===== config.mk =====
export PLATFORM = sky130hd
export DESIGN_NAME = keypad_scanner
export DESIGN_NICKNAME = d
export VERILOG_FILES = /design/src/rtl/keypad_scanner_pkg.sv /design/src/rtl/keypad_scanner_row_sync.sv /design/src/rtl/keypad_scanner.sv
export SDC_FILE = /design/constraint.sdc
export NUM_CORES = 1
export LEC_CHECK = 0
export ABC_AREA = 1
export BUFFER_PORTS_ARGS = -buffer_cell sky130_fd_sc_hd__buf_2
export CAP_MARGIN = 40
export CORE_MARGIN = 1
export CORE_UTILIZATION = 55
export CTS_BUF_LIST = sky130_fd_sc_hd__clkbuf_4
export CTS_CLUSTER_SIZE = 8
export DETAILED_ROUTE_END_ITERATION = 10
export PLACE_DENSITY = 0.75
export SYNTH_ARGS = -nofsm -noshare
export SYNTH_HDL_FRONTEND = slang
export SYNTH_SLANG_ARGS = --single-unit

===== constraint.sdc =====
create_clock -name Sclk -period 3.2 [get_ports Sclk]
set_input_delay 0.16 -clock Sclk [delete_from_list [all_inputs] [get_ports Sclk]]
set_output_delay 0.16 -clock Sclk [all_outputs]
set_load 0.05 [all_outputs]

===== src/rtl/keypad_scanner_pkg.sv =====
// Shared definitions for the keypad scanner: FSM states, column strobe
// patterns (shared with the seven-segment display driver) and key helpers.
package keypad_scanner_pkg;

  typedef enum logic [1:0] {
    StScan,
    StDebounce,
    StHold
  } scan_state_e;

  // Active-low one-hot-zero strobes, identical to the display anode pattern.
  localparam logic [3:0] ColStrobe0 = 4'b1110;
  localparam logic [3:0] ColStrobe1 = 4'b1101;
  localparam logic [3:0] ColStrobe2 = 4'b1011;
  localparam logic [3:0] ColStrobe3 = 4'b0111;

  // Rows read all-high when no key in the driven column is pressed.
  localparam logic [3:0] RowsIdle = 4'hF;

  // Key at row 3, column 3; optionally acts as a clear key.
  localparam logic [3:0] ClrKeyCode = 4'hF;

  function automatic logic [3:0] col_strobe(input logic [1:0] idx);
    logic [3:0] strobe;
    unique case (idx)
      2'd0: strobe = ColStrobe0;
      2'd1: strobe = ColStrobe1;
      2'd2: strobe = ColStrobe2;
      2'd3: strobe = ColStrobe3;
      default: strobe = ColStrobe0;
    endcase
    return strobe;
  endfunction

  // Lowest-index low row wins; returns 3 when no row is low (callers gate on that).
  function automatic logic [1:0] win_row(input logic [3:0] rows);
    logic [1:0] idx;
    if (!rows[0]) begin
      idx = 2'd0;
    end else if (!rows[1]) begin
      idx = 2'd1;
    end else if (!rows[2]) begin
      idx = 2'd2;
    end else begin
      idx = 2'd3;
    end
    return idx;
  endfunction

endpackage


===== src/rtl/keypad_scanner_row_sync.sv =====
// Two-flop synchroniser for the asynchronous, active-low keypad rows.
// Resets to all-high so an idle keypad is seen during and after reset.
module keypad_scanner_row_sync
  import keypad_scanner_pkg::*;
(
  input  logic       clk,
  input  logic       rst_n,
  input  logic [3:0] row_in,
  output logic [3:0] row_s
);

  logic [3:0] meta_q;
  logic [3:0] sync_q;

  // Two back-to-back stages; only sync_q is used downstream.
  always_ff @(posedge clk or negedge rst_n) begin
    if (!rst_n) begin
      meta_q <= RowsIdle;
      sync_q <= RowsIdle;
    end else begin
      meta_q <= row_in;
      sync_q <= meta_q;
    end
  end

  assign row_s = sync_q;

endmodule


===== src/rtl/keypad_scanner.sv =====
// 4x4 hex keypad scanner: strobes columns, debounces presses and releases,
// decodes keys and shifts digits into a 16-bit value register.
// Optional macro KEYPAD_CLR_KEY_EN: key 0xF clears value instead of being shifted in.
module keypad_scanner
  import keypad_scanner_pkg::*;
#(
  parameter int unsigned SCAN_DIV       = 400000,
  parameter int unsigned DEBOUNCE_SCANS = 4
) (
  input  logic        Sclk,
  input  logic        rst_n,
  input  logic [3:0]  row_in,
  input  logic        clear,
  output logic [3:0]  col_out,
  output logic [15:0] value,
  output logic [3:0]  key_code,
  output logic        key_valid
);

  localparam int unsigned DwellW = (SCAN_DIV > 1) ? $clog2(SCAN_DIV) : 1;
  localparam int unsigned DebW   = $clog2(DEBOUNCE_SCANS + 1);
  localparam logic [DwellW-1:0] DwellLast = DwellW'(SCAN_DIV - 1);
  localparam logic [DebW-1:0]   DebTarget = DebW'(DEBOUNCE_SCANS);

  logic [3:0]        row_s;
  logic [DwellW-1:0] dwell_q;
  logic              dwell_end;

  scan_state_e       state_q, state_d;
  logic [1:0]        col_idx_q, col_idx_d;
  logic [1:0]        cand_q, cand_d;
  logic [DebW-1:0]   deb_q, deb_d;
  logic [DebW-1:0]   deb_inc;
  logic              accept;
  logic              cand_held;

  logic [3:0]        new_code;
  logic [15:0]       value_shift;
  logic [15:0]       value_q;
  logic [3:0]        key_code_q;
  logic              key_valid_q;

  keypad_scanner_row_sync u_row_sync (
    .clk    (Sclk),
    .rst_n  (rst_n),
    .row_in (row_in),
    .row_s  (row_s)
  );

  // Dwell counter: each column is held for SCAN_DIV cycles.
  always_ff @(posedge Sclk or negedge rst_n) begin
    if (!rst_n) begin
      dwell_q <= '0;
    end else if (dwell_end) begin
      dwell_q <= '0;
    end else begin
      dwell_q <= dwell_q + DwellW'(1);
    end
  end

  assign dwell_end = (dwell_q == DwellLast);
  assign deb_inc   = deb_q + DebW'(1);
  assign cand_held = (row_s != RowsIdle) && (win_row(row_s) == cand_q);

  // FSM state register with scan column, candidate row and debounce count.
  always_ff @(posedge Sclk or negedge rst_n) begin
    if (!rst_n) begin
      state_q   <= StScan;
      col_idx_q <= 2'd0;
      cand_q    <= 2'd0;
      deb_q     <= '0;
    end else begin
      state_q   <= state_d;
      col_idx_q <= col_idx_d;
      cand_q    <= cand_d;
      deb_q     <= deb_d;
    end
  end

  // Next-state logic; every decision is taken only at dwell end.
  always_comb begin
    state_d   = state_q;
    col_idx_d = col_idx_q;
    cand_d    = cand_q;
    deb_d     = deb_q;
    accept    = 1'b0;
    if (dwell_end) begin
      unique case (state_q)
        StScan: begin
          if (row_s == RowsIdle) begin
            col_idx_d = col_idx_q + 2'd1;
          end else begin
            cand_d  = win_row(row_s);
            deb_d   = '0;
            state_d = StDebounce;
          end
        end
        StDebounce: begin
          if (cand_held) begin
            if (deb_inc == DebTarget) begin
              accept  = 1'b1;
              deb_d   = '0;
              state_d = StHold;
            end else begin
              deb_d = deb_inc;
            end
          end else begin
            // Press vanished or changed row: drop it and move on.
            state_d   = StScan;
            col_idx_d = col_idx_q + 2'd1;
          end
        end
        StHold: begin
          if (row_s == RowsIdle) begin
            if (deb_inc == DebTarget) begin
              deb_d     = '0;
              state_d   = StScan;
              col_idx_d = col_idx_q + 2'd1;
            end else begin
              deb_d = deb_inc;
            end
          end else begin
            deb_d = '0;
          end
        end
        default: state_d = StScan;
      endcase
    end
  end

  assign new_code = {cand_q, col_idx_q};

  // Next value on an accepted key: shift in, or clear on the clear key if enabled.
  always_comb begin
    value_shift = {value_q[11:0], new_code};
`ifdef KEYPAD_CLR_KEY_EN
    if (new_code == ClrKeyCode) begin
      value_shift = '0;
    end
`else
`endif
  end

  // Registered outputs; clear takes priority over an accept for value only.
  always_ff @(posedge Sclk or negedge rst_n) begin
    if (!rst_n) begin
      value_q     <= '0;
      key_code_q  <= 4'h0;
      key_valid_q <= 1'b0;
    end else begin
      key_valid_q <= accept;
      if (accept) begin
        key_code_q <= new_code;
      end
      if (clear) begin
        value_q <= '0;
      end else if (accept) begin
        value_q <= value_shift;
      end
    end
  end

  assign col_out   = col_strobe(col_idx_q);
  assign value     = value_q;
  assign key_code  = key_code_q;
  assign key_valid = key_valid_q;

endmodule


==> flow_metrics.env, run 1 <==
export IMPL_clkTransAtPathRegs_ns=0.09
export IMPL_htree_levels=3
export IMPL_grt_pass1_wl_um=8431
export IMPL_cts_buffers=9
export IMPL_r2r_start="state_q[1]"
export IMPL_layout_nets=388
export IMPL_clkLatencyLatePin_ns=0.39
export IMPL_worst_path_buf_inv=2
export IMPL_stdcell_area_sq_um=3306
export IMPL_cp_slowest_cell="dfrtp_1"
export IMPL_clock_root_buffer="clkbuf_4"
export IMPL_core_area_sq_um=5140
export IMPL_critPathTopFamily="simple AND/OR/NAND/NOR gates"
export IMPL_worstPathRequired_ns=3.47
export IMPL_synth_seq_area_share_pct=48.77
export IMPL_grt_max_degree=35
export IMPL_grt_antenna_before_repair=0
export IMPL_worst_slew_pin_slew_ns=0.9283
export IMPL_ys_flop_type="dfrtp_1"
export IMPL_cpPeakStageDelay_ns=0.40
export IMPL_io_pins=32
export IMPL_place_area_sq_um=3131
export IMPL_diodes=0
export IMPL_r2r_cells=9
export IMPL_port_buffers=31
export IMPL_leakagePower_nw=1.815
export IMPL_fmax_mhz=529.2
export IMPL_die_h_um=75.18
export IMPL_crit_type="flop to flop"
export IMPL_rr_endpoint="value[2]"
export IMPL_endpoint_kind="flop"
export IMPL_start_util_pct=57.30
export IMPL_syn_nets=347
export IMPL_tns_ns=0
export IMPL_vias_per_cell=5.045
export IMPL_numClockSinks=57
export IMPL_first_global_vias=1931
export IMPL_tritoncts="done"
export IMPL_seqCellArea_sq_um=1436
export IMPL_finalWeightedCongestion=0.7908
export IMPL_ff2ff_setup_slack_ns=1.31
export IMPL_yosys_warnings=0
export IMPL_post_synth_top_area_cell="dfrtp_1"
export IMPL_hold_ws_ns=0.04161
export IMPL_worstSetupStartpointType="flop"
export IMPL_synth_area_per_cell_sq_um=8.952
export IMPL_cp_depth=9
export IMPL_yosys_area_top_type_share_pct=41.63
export IMPL_fin_crit_ns=1.890
export IMPL_ctsResizeCount=0
export IMPL_synth_common_cells="nand2_1, dfrtp_1, inv_1, nor2_1, nand3_1"
export IMPL_min_from="clear"
export IMPL_drtAntennaViolNets=0
export IMPL_fin_skew_ns=0.01979
export IMPL_dp_hpwl_um=3571
export IMPL_setup_viol=0
export IMPL_synthCells=329
export IMPL_ctsHoldBuffers=5
export IMPL_cp_common_cell="nand2_1"
export IMPL_rsz0062_at_grt="no"
export IMPL_critical_path_max_fanout=22
export IMPL_syn_cell_area_sq_um=2945
export IMPL_min_path_type="input pin to flop"
export IMPL_overflow=0
export IMPL_die_area_sq_um=5652
export IMPL_cts_buffer_depth=2
export IMPL_post_route_util_pct=64.31
export IMPL_synth_most_common_cell="nand2_1"
export IMPL_multi_input_area_sq_um=1294
export IMPL_route_detailed_drc=0
export IMPL_cp_data_arrival_time_ns=2.16
export IMPL_die_w_um=75.18
export IMPL_drv_slew=0
export IMPL_final_period_utilization_pct=59.05
export IMPL_synth_edf_count=0
export IMPL_routed_wl_um=5051
export IMPL_worstPathCellList="inv_1 -> ha_1 -> o21ai_0 -> nor2_1 -> nand2_1 -> inv_2 -> nand2_4 -> nand3_1 -> nand2_1"
export IMPL_drtIter0Drc=172
export IMPL_hold_viol=0
export IMPL_synth_distinct_cells=35
export IMPL_post_cts_setup_buffers=0
export IMPL_via_count=2245
export IMPL_worstHoldPathCells=4
export IMPL_fp_row_count=26
export IMPL_ir_drop_mv=0.2839
export IMPL_async_flop_share_pct=100.0
export IMPL_track_usage_pct=20.05
export IMPL_wl_per_cell_um=11.35
export IMPL_fillers=444
export IMPL_drive_above_1_share_pct=23.20
export IMPL_ys_ff_latch=57
export IMPL_power_density_nw_per_um2=378.4
export IMPL_area_growth_pct=12.23
export IMPL_outcome="completed"
export IMPL_worstHoldEndpoint="value[15]"
export IMPL_timing_slew_headroom_pct=38.05
export IMPL_yosys_top_cells_area="dfrtp_1, nand2_1, dfstp_2"
export IMPL_max_cap_viol_count=0
export IMPL_drt_pass1_iterations=4
[how the worst max path moves through the flow]
stage / start / endpoint / slack [ns]
after floorplan: dwell_q[0] / value[0] / 1.69
after global placement: u_row_sync.row_s[0] / key_code[0] / 1.43
after detailed placement: state_q[1] / value[2] / 1.32
after CTS: state_q[1] / value[2] / 1.30
after global routing: state_q[1] / value[2] / 1.13
final: state_q[1] / value[2] / 1.31
[area by class of cell]
| type | instances | area share, % |
|---|---|---|
| Sequential cell | 57 | 43.45 |
| Clock inverter | 6 | 1.514 |
| Tap cell | 70 | 2.650 |
| Clock buffer | 10 | 2.271 |
| Timing Repair Buffer | 37 | 6.435 |
| Multi-Input combinational cell | 225 | 39.14 |
| Inverter | 40 | 4.542 |
[worst min-delay path, delay by kind of cell]
family / cells / cell delay, ns
buffers and inverters: 1 / 0.09
AND/OR/NAND/NOR: 3 / 0.15
[cells by family after synthesis]
family | after synthesis | synth area share, %
simple gates | 186 | 33.05
flops | 57 | 48.77
buf+inv | 47 | 7.306
compound gates | 22 | 4.418
fa+ha+maj | 11 | 4.673
xor+xnor | 6 | 1.784
[power by group]
group	switching [mW]	internal [mW]
combinational	0.0239	0.00902
clock	0.251	0.236
sequential	0.00196	0.729
total	0.277	0.974
[flip-flops by register name (all words and copies together) (netlist names)]
signal,flops
value,16
key_code,4
key_valid,1
state_q,2
deb_q,3
col_idx_q,2
u_row_sync.meta_q,4
cand_q,2
dwell_q,19
u_row_sync.row_s,4
[placed cells by master, fill, tap and decap left out, drive strengths merged]
master / instances
a21o: 1
xnor2: 1
clkbuf: 10
nand4: 16
dfstp: 8
o21ai: 13
dfrtp: 49
a21oi: 6
bufinv: 1
o21bai: 1
ha: 11
buf: 32
a2bb2oi: 1
nor3: 4
nor4: 1
clkinv: 5
nand3: 36
nand2: 88
nand3b: 1
or2: 4
nor2: 36
inv: 40
dlygate4sd3: 5
xor2: 5
[per-layer routing]
| layer | global-route usage [%] | routed length [um] |
|---|---|---|
| met5 | 0 | 0 |
| met4 | 9.877 | 53 |
| met3 | 4.685 | 166 |
| met2 | 29.53 | 2333 |
| met1 | 27.98 | 2498 |
[metrics by stage]
stage,power (mW),cells,worst slack (ns)
after floorplan,0.7555,329,1.691
after global placement,0.7738,424,1.427
after detailed placement,0.7742,424,1.318
after CTS,1.265,445,1.300
after global routing,1.295,445,1.131
final,1.251,445,1.310
(Power assumes the default switching activity.)
==> run 2, diff against run 1 <==
ABC_AREA = 0   (was 1)
PLACE_DENSITY = 0.76   (was 0.75)
clock period = 1.8 ns   (was 3.2 ns; I/O delays follow)
==> run 2 against run 1 <==
The flow now finishes with violations (setup timing). Area after synthesis shrank 8.4%. Utilization up 19 points. Die area shrank 8.2%. Global-route usage is 5.8 points higher. Sequential power is 78% higher. Largest cell class is now multi-input combinational cells.
==> flow_metrics.env, run 2 <==
export IMPL_outcome="complete, but fails checks"
export IMPL_violations="setup timing"
export IMPL_place_area_sq_um=3283
export IMPL_dp_hpwl_um=4117
export IMPL_p_clk_share_pct=43.6
export IMPL_ir_drop_mv=0.7180
export IMPL_stdcell_area_sq_um=3920
export IMPL_first_global_vias=2168
export IMPL_tritoncts="done"
export IMPL_grt_antenna_before_repair=0
export IMPL_via_count=2390
export IMPL_area_growth_pct=45.32
export IMPL_leakagePower_nw=1.736
export IMPL_max_cap_viol_count=0
export IMPL_cts_buffer_depth=2
export IMPL_crit_end="col_idx_q[1]"
export IMPL_worstPathRequired_ns=2.09
export IMPL_synth_common_cells="dfrtp_1, nand3_1, o21ai_0, a21oi_1, inv_1"
export IMPL_drive_above_1_share_pct=50.14
export IMPL_drv_slew=0
export IMPL_grt_pass1_wl_um=10030
export IMPL_fp_row_count=25
export IMPL_timing_slew_headroom_pct=57.96
export IMPL_fin_crit_ns=2.099
export IMPL_worstSetupStartpointType="flop"
export IMPL_cts_buffers=9
export IMPL_ff2ff_setup_slack_ns=-0.30
export IMPL_critical_path_max_fanout=4
export IMPL_clkTransAtPathRegs_ns=0.10
export IMPL_drtAntennaViolNets=0
export IMPL_overflow=0
export IMPL_drt_pass1_iterations=4
export IMPL_port_buffers=31
export IMPL_clock_root_buffer="clkbuf_4"
export IMPL_fin_skew_ns=0.01350
export IMPL_io_pins=32
export IMPL_post_synth_top_area_cell="dfrtp_1"
export IMPL_synth_distinct_cells=44
export IMPL_core_area_sq_um=4723
export IMPL_track_usage_pct=25.88
export IMPL_ys_ff_latch=57
export IMPL_met2_usage_pct=40.78
export IMPL_die_w_um=72.04
export IMPL_worstPathCellList="or4_4 -> nor3_4 -> nand2_2 -> nor4_4 -> mux2_4"
export IMPL_grt_util_met3_pct=5.278
export IMPL_hold_viol=0
export IMPL_p_int_mw=1.890
export IMPL_cp_slowest_cell="or4_4"
export IMPL_numClockSinks=57
export IMPL_fin_ws_ns=-0.2992
export IMPL_die_area_sq_um=5189
export IMPL_p_sw_uw=532.7
export IMPL_syn_nets=276
export IMPL_cp_data_arrival_time_ns=2.39
export IMPL_drtIter0Drc=185
export IMPL_grt_max_degree=29
export IMPL_ys_flop_type="dfrtp_1"
export IMPL_start_util_pct=57.11
export IMPL_worstHoldPathCells=2
export IMPL_synth_area_per_cell_sq_um=10.46
export IMPL_vias_per_cell=5.745
export IMPL_seqPwrFrac_pct=53.7
export IMPL_power_density_nw_per_um2=618.1
export IMPL_synth_seq_area_share_pct=53.25
export IMPL_diodes=0
export IMPL_clkLatencyLatePin_ns=0.40
export IMPL_r2r_cells=5
export IMPL_async_flop_share_pct=100.0
export IMPL_crit_type="flop to flop"
export IMPL_synth_most_common_cell="dfrtp_1"
export IMPL_r2r_start="dwell_q[16]"
export IMPL_final_common_cell="dfrtp_1"
export IMPL_synthCells=258
export IMPL_yosys_warnings=0
export IMPL_regMostFlops="dwell_q"
export IMPL_use_met1_pct=33.70
export IMPL_routed_wl_um=7355
export IMPL_yosys_top_cells_area="dfrtp_1, dfstp_2, nand3_1"
export IMPL_endpoint_kind="flop"
export IMPL_p_comb_share_pct=2.7
export IMPL_setup_viol=38
export IMPL_wl_per_cell_um=17.68
export IMPL_layout_nets=362
export IMPL_switching_share_pct=21.99
export IMPL_post_route_util_pct=82.99
export IMPL_route_detailed_drc=0
export IMPL_dp_slack_ns=-0.1956
export IMPL_grt_busiest_layer="met2"
export IMPL_rsz0062_at_grt="yes"
export IMPL_finalWeightedCongestion=0.9666
export IMPL_largest_register_ffs=19
export IMPL_synth_edf_count=0
export IMPL_worst_slew_pin_slew_ns=0.6306
export IMPL_rr_endpoint="col_idx_q[1]"
export IMPL_cpPeakStageDelay_ns=0.56
export IMPL_die_h_um=72.04
export IMPL_final_cell_mix="dfrtp_1, buf_4, buf_2"
export IMPL_fmax_mhz=476.4
export IMPL_yosys_area_top_type_share_pct=45.45
export IMPL_min_path_type="input pin to flop"
export IMPL_htree_levels=3
export IMPL_syn_cell_area_sq_um=2698
export IMPL_final_period_utilization_pct=116.6
export IMPL_cp_startpoint="dwell_q[16]"
[run 2: metal layers]
metal  part of all wire, %  vias up
met5                     0        -
met4                   3.5        0
met3                   4.3       25
met2                    50       84
met1                    42     1197
li1                      -     1084
[run 2: power groups by stage]
stage | Combinational [mW] | Sequential, mW | Clock (mW)
finish | 0.0659 | 1.30 | 1.06
global route | 0.0754 | 1.30 | 1.13
CTS | 0.0630 | 1.30 | 1.06
detailed placement | 0.0538 | 1.33 | 0
global placement | 0.0527 | 1.33 | 0
floorplan | 0.0123 | 1.32 | 0
[run 2: kinds of logic (layout without fill, tap and decap cells)]
| group | Yosys count | after routing | synth area share (%) |
|---|---|---|---|
| buf+inv | 27 | 118 | 4.267 |
| compound gates | 58 | 58 | 12.20 |
| flops | 57 | 57 | 53.25 |
| xor+xnor | 18 | 18 | 5.844 |
| mux | 5 | 5 | 1.994 |
| simple gates | 82 | 82 | 17.35 |
| fa+ha+maj | 11 | 11 | 5.102 |
[run 2: per-stage QoR]
stage / std cells / TNS [ns] / hold slack [ns] / total power, mW
global placement: 389 / -1.862 / 0.1369 / 1.378
finish: 416 / -5.742 / 0.1119 / 2.423
detailed placement: 389 / -2.963 / 0.1477 / 1.380
CTS: 413 / -3.595 / 0.04134 / 2.426
floorplan: 258 / -0.9923 / -0.2056 / 1.337
global route: 416 / -8.379 / 0.09580 / 2.512
[run 2: repair_timing]
| action | in CTS | in global routing |
|---|---|---|
| hold endpoints to repair | 25 | 0 |
| buffers inserted | 3 | 3 |
| pin swaps | 9 | 10 |
| gates cloned | 0 | 2 |
| resized for setup | 30 | 79 |
| endpoints found under the setup margin | 37 | 39 |
| hold buffers | 5 | 0 |
[run 2: how the worst min path moves through the flow]
| stage | from | to | slack (ns) |
|---|---|---|---|
| finish | clear | value[13] | 0.11 |
| global route | clear | value[0] | 0.1 |
| CTS | clear | value[13] | 0.04 |
| detailed placement | rst_n | dwell_q[3] | 0.15 |
| global placement | rst_n | dwell_q[3] | 0.14 |
| floorplan | rst_n | cand_q[0] | -0.21 |
[run 2: area by class of cell]
class / instances / area [sq um]
fillers: 241 / 803.3
clock buffers: 10 / 75.07
repair buffers: 85 / 651.9
clock inverters: 6 / 82.58
flip-flops and latches: 57 / 1436
inverters: 17 / 63.81
well taps: 67 / 83.83
multi-input cells: 174 / 1526
[run 2: worst max-delay path: cells and delay by family, from the launching register on]
kind	cells	cell delay, ns
and+or+nand+nor	4	1.27
DFF	1	0.39
muxes	1	0.33
